## config.mk

```make
export PLATFORM = sky130hd
export DESIGN_NAME = cdb_writeback
export DESIGN_NICKNAME = d
export VERILOG_FILES = /design/src/rtl/cdb_writeback.sv
export SDC_FILE = /design/constraint.sdc
export NUM_CORES = 1
export LEC_CHECK = 0
export ABC_AREA = 1
export CAP_MARGIN = 20
export CORE_MARGIN = 4
export CORE_UTILIZATION = 28
export DETAILED_ROUTE_END_ITERATION = 10
export PLACE_DENSITY_LB_ADDON = 0.2
export RECOVER_POWER = 25
export SYNTH_ARGS = -nofsm -noshare
export SYNTH_HDL_FRONTEND = slang
export SYNTH_SLANG_ARGS = --single-unit
```

## constraint.sdc

```tcl
create_clock -name clk -period 2.9 [get_ports clk]
set_input_delay 0.58 -clock clk [delete_from_list [all_inputs] [get_ports clk]]
set_output_delay 0.58 -clock clk [all_outputs]
set_load 0.02 [all_outputs]
```

## src/rtl/cdb_writeback.sv

```systemverilog
// Write-back stage: one holding buffer per functional unit, round-robin arbitration
// onto a registered common data bus, plus a saturating stall counter.
module cdb_writeback #(
    parameter int NUM_FU = 3,
    parameter int ROB_W  = 2,
    parameter int DATA_W = 16,
    parameter int CNT_W  = 16
) (
    input  logic                       clk,
    input  logic                       rst,
    input  logic                       flush,
    input  logic [NUM_FU-1:0]          fu_valid,
    output logic [NUM_FU-1:0]          fu_ready,
    input  logic [NUM_FU*ROB_W-1:0]    fu_tag,
    input  logic [NUM_FU*DATA_W-1:0]   fu_value,
    output logic                       cdb_valid,
    output logic [ROB_W-1:0]           cdb_tag,
    output logic [DATA_W-1:0]          cdb_value,
    output logic [CNT_W-1:0]           stall_cnt
);

    localparam int PTR_W = $clog2(NUM_FU);
    localparam int POP_W = $clog2(NUM_FU + 1);

    // FU handshake: a result transfers at a posedge where fu_valid[i] & fu_ready[i];
    // fu_ready[i] never depends on fu_valid, only on buffer occupancy and the grant.
    logic [NUM_FU-1:0]             buf_full_q, buf_full_d;
    logic [NUM_FU-1:0][ROB_W-1:0]  buf_tag_q, buf_tag_d;
    logic [NUM_FU-1:0][DATA_W-1:0] buf_val_q, buf_val_d;
    logic [PTR_W-1:0]              rr_ptr_q, rr_ptr_d;
    logic                          cdb_valid_q, cdb_valid_d;
    logic [ROB_W-1:0]              cdb_tag_q, cdb_tag_d;
    logic [DATA_W-1:0]             cdb_value_q, cdb_value_d;
    logic [CNT_W-1:0]              stall_cnt_q, stall_cnt_d;

    logic [NUM_FU-1:0] grant;
    logic              any_grant;
    logic [PTR_W-1:0]  win;
    logic [PTR_W-1:0]  cand;
    logic [POP_W-1:0]  pop;

    function automatic logic [PTR_W-1:0] wrap_add(input logic [PTR_W-1:0] base, input int off);
        int s;
        s = int'(base) + off;
        if (s >= NUM_FU) s = s - NUM_FU;
        return PTR_W'(s);
    endfunction

    // Arbiter looks only at registered occupancy, so nothing from the FU ports reaches the CDB.
    always_comb begin
        grant     = '0;
        any_grant = 1'b0;
        win       = '0;
        cand      = '0;
        pop       = '0;
        for (int k = 0; k < NUM_FU; k++) begin
            cand = wrap_add(rr_ptr_q, k);
            if (!any_grant && buf_full_q[cand]) begin
                any_grant   = 1'b1;
                grant[cand] = 1'b1;
                win         = cand;
            end
        end
        for (int i = 0; i < NUM_FU; i++) begin
            pop = pop + POP_W'(buf_full_q[i]);
        end
    end

    assign fu_ready = ~buf_full_q | grant;

    always_comb begin
        buf_full_d  = buf_full_q;
        buf_tag_d   = buf_tag_q;
        buf_val_d   = buf_val_q;
        rr_ptr_d    = rr_ptr_q;
        cdb_valid_d = 1'b0;
        cdb_tag_d   = cdb_tag_q;
        cdb_value_d = cdb_value_q;
        stall_cnt_d = stall_cnt_q;
        if (flush) begin
            buf_full_d = '0;
        end else begin
            for (int i = 0; i < NUM_FU; i++) begin
                if (fu_valid[i] && fu_ready[i]) begin
                    buf_full_d[i] = 1'b1;
                    buf_tag_d[i]  = fu_tag[i*ROB_W +: ROB_W];
                    buf_val_d[i]  = fu_value[i*DATA_W +: DATA_W];
                end else if (grant[i]) begin
                    buf_full_d[i] = 1'b0;
                end
            end
            if (any_grant) begin
                rr_ptr_d    = (win == PTR_W'(NUM_FU - 1)) ? '0 : win + PTR_W'(1);
                cdb_valid_d = 1'b1;
                cdb_tag_d   = buf_tag_q[win];
                cdb_value_d = buf_val_q[win];
            end
            // A full buffer was left waiting this cycle; saturate rather than wrap.
            if ((pop > POP_W'(any_grant)) && (stall_cnt_q != {CNT_W{1'b1}})) begin
                stall_cnt_d = stall_cnt_q + CNT_W'(1);
            end
        end
    end

    always_ff @(posedge clk) begin
        if (rst) begin
            buf_full_q  <= '0;
            buf_tag_q   <= '0;
            buf_val_q   <= '0;
            rr_ptr_q    <= '0;
            cdb_valid_q <= 1'b0;
            cdb_tag_q   <= '0;
            cdb_value_q <= '0;
            stall_cnt_q <= '0;
        end else begin
            buf_full_q  <= buf_full_d;
            buf_tag_q   <= buf_tag_d;
            buf_val_q   <= buf_val_d;
            rr_ptr_q    <= rr_ptr_d;
            cdb_valid_q <= cdb_valid_d;
            cdb_tag_q   <= cdb_tag_d;
            cdb_value_q <= cdb_value_d;
            stall_cnt_q <= stall_cnt_d;
        end
    end

    assign cdb_valid = cdb_valid_q;
    assign cdb_tag   = cdb_tag_q;
    assign cdb_value = cdb_value_q;
    assign stall_cnt = stall_cnt_q;

endmodule

```

After elaboration in Yosys (flattened, before gate mapping) --
Index checks and enable logic that the tools add are counted.
Cells by class: add/subtract/negate cells 9, magnitude comparators 11, equality and inequality tests 2, multiplexer cells 36, bitwise logic cells 5, reductions and logical operators 20
Operators by type and width (number):
- 16-bit binary-select mux with 2-bit select | 1
- 16-bit by 1-bit adder with 16-bit output, second input constant | 1
- 1-bit 2-to-1 mux | 16
- 16-bit 2-to-1 mux | 1
- 2-bit 2-to-1 mux | 8
- 16-bit inequality test, second input constant | 1
- 2-bit by 3-bit less-than comparator with 1-bit output, second input constant | 4
- 2-bit AND reduction | 5
- 1-bit logical AND | 9
- 3-bit 2-to-1 mux | 3
- 3-bit bitwise OR | 3
- 1-bit binary-select mux with 2-bit select | 3
- 1-bit demux with 2-bit select | 3
- 2-bit by 1-bit >= comparator with 1-bit output, second input constant | 3
- 3-bit by 2-bit >= comparator with 1-bit output, second input constant | 2
- 2-bit nonzero test | 3
- 2-bit subtractor, second input constant | 3
- 2-bit binary-select mux with 2-bit select | 1
- 2-bit by 1-bit adder with 3-bit output, second input constant | 1
- 2-bit by 2-bit adder with 3-bit output, second input constant | 1
- 3-bit inverter | 1
- 1-bit by 1-bit adder with 2-bit output | 1
- 2-bit by 1-bit adder with 2-bit output | 1
- 2-bit by 1-bit adder with 2-bit output, second input constant | 1
- 6 further kinds | 7
Word-level totals: register bits after elaboration 94, input port bits 60, output and inout port bits 38, word-level logic and storage cells 97

Depth between registers and ports, before layout --
word-level depth 14, mapped depth 20, gate-level depth less buffers 19

Worst setup path after synthesis --
No wires, ideal clock.
path kind reg-to-reg, from register rr_ptr_q[0], to register stall_cnt_q[11] (netlist: stall_cnt[11]), setup time 0.132 ns, data arrival time 2.547 ns, data required time 2.768 ns, path slack 0.221 ns, cell stages (with the launch flop) 19, path buffers 2, period minus slack after synthesis 2.679 ns, cell sequence dfxtp_1 > inv_1 > ha_1 > buf_6 > nand2_1 > nand3_2 > nand2_4 > inv_2 > nor2_4 > nand3_2 > ha_1 > o21a_1 > nor2_1 > nand2_1 > inv_1 > buf_2 > nand3_2 > nor3_1 > nor3_1
On the way: longest elaborated chain between the ends 14, elaborated cells on any way between the ends 27, classes of those cells add/sub (5); order compare (4); mux (12); reduce/logical (6)
Ends and longest elaborated chain:
- start: declaration | line 30 | logic [PTR_W-1:0] rr_ptr_q, rr_ptr_d;
- start signal: assignment | line 119 | rr_ptr_q <= rr_ptr_d;
- parallel branches: the longest is 10 deep, another holds 2-bit by 1-bit adder with 3-bit output
- 1-bit 2-to-1 mux (*) | line 58 | if (!any_grant && buf_full_q[cand]) begin
- via any_grant | line 37 | logic any_grant;
- 2-bit by 1-bit > comparator with 1-bit output (*) | line 99 | if ((pop > POP_W'(any_grant)) && (stall_cnt_q != {CNT_W{1'b1}})) begin
- 1-bit logical AND (*) | line 99
- 2-bit AND reduction (no line) (*)
- end signal: assignment | line 123 | stall_cnt_q <= stall_cnt_d;
- end: declaration | line 34 | logic [CNT_W-1:0] stall_cnt_q, stall_cnt_d;
Mark *: on every way through the listed nets, which the timed path passes. The select of a mux whose other input is x is not followed. A chain may end at the register's enable or synchronous reset.

Final worst setup path --
from register rr_ptr_q[0], to output fu_ready[2]
On the way: longest elaborated chain between the ends 12, elaborated cells on any way between the ends 44, classes of those cells add/sub (5); order compare (9); mux (20); bitwise (3); reduce/logical (7)
Ends and longest elaborated chain:
- 2-bit by 1-bit adder with 3-bit output, or another cell as far along | line 44 | s = int'(base) + off;
- 3-bit by 2-bit >= comparator with 1-bit output, or another cell as far along | line 45 | if (s >= NUM_FU) s = s - NUM_FU;
- 2-bit 2-to-1 mux, or another cell as far along | line 45
- 2-bit by 3-bit less-than comparator with 1-bit output (implied by the code), or another cell as far along | line 60 | grant[cand] = 1'b1;
- 1-bit logical AND (implied by the code), or another cell as far along | line 60
- 1-bit 2-to-1 mux (implied by the code), or another cell as far along | line 60
- 1-bit demux with 2-bit select, or another cell as far along | line 60
- 3-bit bitwise OR (no line) / 1-bit 2-to-1 mux (equally long branches)
- 3-bit 2-to-1 mux / 1-bit logical NOT (equally long branches) | line 58
- 3-bit bitwise OR (no line) / 1-bit logical AND (equally long branches)
- 3-bit 2-to-1 mux (*) | line 58
- 3-bit bitwise OR (*) | line 69 | assign fu_ready = ~buf_full_q | grant;
- end: declaration | line 13 | output logic [NUM_FU-1:0] fu_ready,
Every way passes the cells marked *; elsewhere a longest branch is shown, timed or not. The select of a mux whose other input is x is not followed.

==> results list <==
* Vias: 4345
* Pre-CTS setup slack: between 60 and 70 ps
- For this run, the number of standard cells in the final layout without fillers is 905.
- Largest cells by area after synthesis: dfxtp_1 42%, nand2_1 13%, a21oi_1 13%
* Max-Slew Margin vs Limit: 37.64%
- The path class of the tightest hold or removal check is flop to flop.
- Summed over all layers, the global routing overflow is 0.
- In this run the biggest area consumer among cell types represents 42.40% of the synthesized area.
* Filler cell count in the final layout: about 1600
- In the final layout, the multi-input gates occupy 2200 µm².
* Category of the critical setup timing path: flop to primary output
* I/O pin count: roughly 100
* Sum Neg Setup Slack: 0 ps
* Cell area after technology mapping: 4438 µm²
- Total of flip-flops plus latches after synthesis: between 90 and 100
* Cell type with the largest total area after synthesis: dfxtp_1
* Die height: about 130 µm
- Worst endpoint required time: 2320 ps
* Maximum clock insertion buffer count: 2
* Power density cells: slightly below 800 nW/µm²
- Input and output buffers added on the ports amount to 97.
- Max VDD drop: 0.4488 mV
- Top_reg_cell synth: dfxtp_1
* # Max-Cap Violations: 0
- The worst register-to-register path has a setup slack of 180 ps.
- The flow ran to the end, and the final reports show no timing, DRC or antenna violations.
- Setup WS post-layout: roughly 110 ps
- At the end of routability-driven placement, the weighted congestion stood at 0.8395.
- The design draws between 4 and 5 mW.
- For this design, the CTS-stage hold fixing added 0 buffers.
- Fraction of the cycle the final worst path needs: 96.16%
- Leakage: between 2 and 2.5 nW
- Counting flops with an async set or reset pin after synthesis yields a share of 0%.
* Leading post-synthesis cells by instance count: 150 x nand2_1, 112 x a21oi_1, 94 x dfxtp_1, 81 x nand3_1, 30 x inv_1
- Setup repair after global routing missed its margin: false
- Drt total wl: ~13000 µm
- At the pin with the least slew margin, the transition time is 934.4 ps.
- The worst path in the final design needs a cycle of between 2000 and 3000 ps, including I/O delays and setup.
- Capturing element type of the critical path: primary output
- In the final design database the tool counted approximately 760 nets.
- CP max FO: 6
- Registers take 1882 µm².
- Yosys printed 0 warnings.
- Antenna violations before repair: 0
- In this run the mean area of a mapped cell was between 7 and 8 µm².
* Total placed cells including tap cells: 889
* Clock slew at the register clock pins of the worst setup and hold paths: 60 ps
- Timing would allow up to about 360 MHz.
- Counting distinct cell types in the post-synthesis netlist gives 34.
- Once layout is complete, the utilization of the core stands at 38.05%.
- Clock tree synthesis found a total of 94 sinks.
- For this run, design rule violations remaining after detail routing come to 0.
* Effective utilization at floorplan: 28.87%
- Count leader, synth: nand2_1
- Data arrival time of the critical path: 2210 ps
* DRC violation total after the first TritonRoute iteration: 238
- Count of pins over their slew limit: 0
- Final count of negative-setup-slack endpoints: 0
- Relative to the synthesized area, the layout overhead comes to 31.80%.
- Clock skew on the completed layout was measured at 6.415 ps.
- EDFF count, synth: 0
* Via-to-Cell Ratio: 4.801
- Buffer cell driving the clock tree root: clkbuf_16
- The clock tree synthesis step divided the H-tree into 3 levels.
- After synthesis, flip-flops and latches occupy 42.40% of the total area.
* Clock latency on the worst-skew pair: around 350 ps
- The number of clock buffers added by TritonCTS is 9.
- After legalization and detailed placement, the total HPWL measured roughly 9600 µm.
- After floorplanning, the core was divided into 45 placement rows.
* Pin count of the biggest net entering global routing: 61
* Syn_nets: 670
* Chip Width: about 130 µm
- The via count of the first global-routing pass was roughly 4300.
- First-pass GRT wire length: around 22000 µm
- Full die area: 17930 µm²
* All-Layer GR Usage: 15.03%
* Number of instances in the synthesized netlist: 603
- In this run the remaining antenna-violating nets after routing total 0.
- Crit path launch type: flop
- The first TritonRoute pass finished after 5 iterations.
- Fraction of layout instances using a drive strength above 1: 9.366%
* Count of antenna diodes in the layout: 0
* Final Hold Vio Count: 0
- Dividing the detail-routed wire length by the instance count gives 14.63 µm.
- Placeable core region: 15370 µm²
- TritonCTS built the clock tree.
cells in the final DEF (no fill, tap or decap), types with 3 or more instances in the layout:
master,n
nand2_4,4
o21ai_0,28
nand2_2,5
nor3_1,8
inv_2,8
dfxtp_1,94
dlygate4sd3_1,32
clkdlybuf4s50_1,61
clkinv_2,3
nand3_2,8
ha_1,5
nand2_1,150
buf_4,13
a21oi_1,112
nand3_1,81
inv_1,29
nor2_1,14
clkbuf_16,9
repair_timing:
action                     in CTS  in global routing
pin swaps                       0                  0
setup buffers                   0                  0
gates resized for setup         4                  4
setup endpoints to repair       3                  8
gates cloned                    0                  0
critical path: stages, from the launching register on:
cell and delay, ps:
dfxtp_1 320, inv_1 60, ha_2 420, inv_2 60
nand2_2 60, nand3_2 80, nand2_4 120, inv_2 50
nor2_4 120, nand3_2 120, nand3_2 140, clkdlybuf4s15_1 310
stage by stage:
| stage | area (µm²) | hold WS, ps |
|---|---|---|
| floorplan | 4438 | 439.0 |
| global placement | 5552 | 451.4 |
| detailed placement | 5552 | 455.0 |
| CTS | 5852 | 464.5 |
| global route | 5849 | 480.4 |
| finish | 5849 | 461.8 |
worst paths after layout:
check                                    from             to  cells past startpoint
worst max-delay path              rr_ptr_q[0]    fu_ready[2]                     11
worst min-delay path            buf_val_q[40]  buf_val_q[40]                      2
worst max register to register    rr_ptr_q[0]  stall_cnt[12]                     18
worst min register to register  buf_val_q[40]  buf_val_q[40]                      2
layer usage:
metal | up-vias | part of all wire [%] | track usage [%]
li1 | 2192 | - | -
met1 | 2040 | 46 | 19.50
met2 | 101 | 48 | 24.79
met3 | 12 | 4.0 | 2.776
met4 | 0 | 1.7 | 5.886
met5 | - | 0 | 0
cell type report:
| type | instances | area share (%) |
|---|---|---|
| Clock buffer | 12 | 4.385 |
| Clock inverter | 4 | 0.7701 |
| Inverter | 38 | 2.481 |
| Multi-Input combinational cell | 436 | 37.60 |
| Sequential cell | 94 | 32.17 |
| Tap cell | 211 | 4.513 |
| Timing Repair Buffer | 110 | 18.07 |
flip-flops by register name (all words and copies together) (netlist names):
signal and count:
cdb_tag 2, rr_ptr_q 2, cdb_value 16, cdb_valid 1
buf_full_q 3, buf_val_q 48, stall_cnt 16, buf_tag_q 6
power by group:
part | switching [mW] | internal [mW] | leakage [nW]
clock network | 0.491 | 0.711 | 0.152
logic | 1.19 | 0.642 | 1.36
registers | 0.122 | 1.48 | 0.768
total | 1.80 | 2.84 | 2.28
cell families after synthesis:
logic type | synth area share, %
AOI/OAI and AO/OA | 17.08
xor gates and xnor gates | 0.5922
adders and majority gates | 2.143
buffers and inverters | 8.091
DFF | 42.40
and+or+nand+nor | 29.69
(Power assumes the default switching activity.)
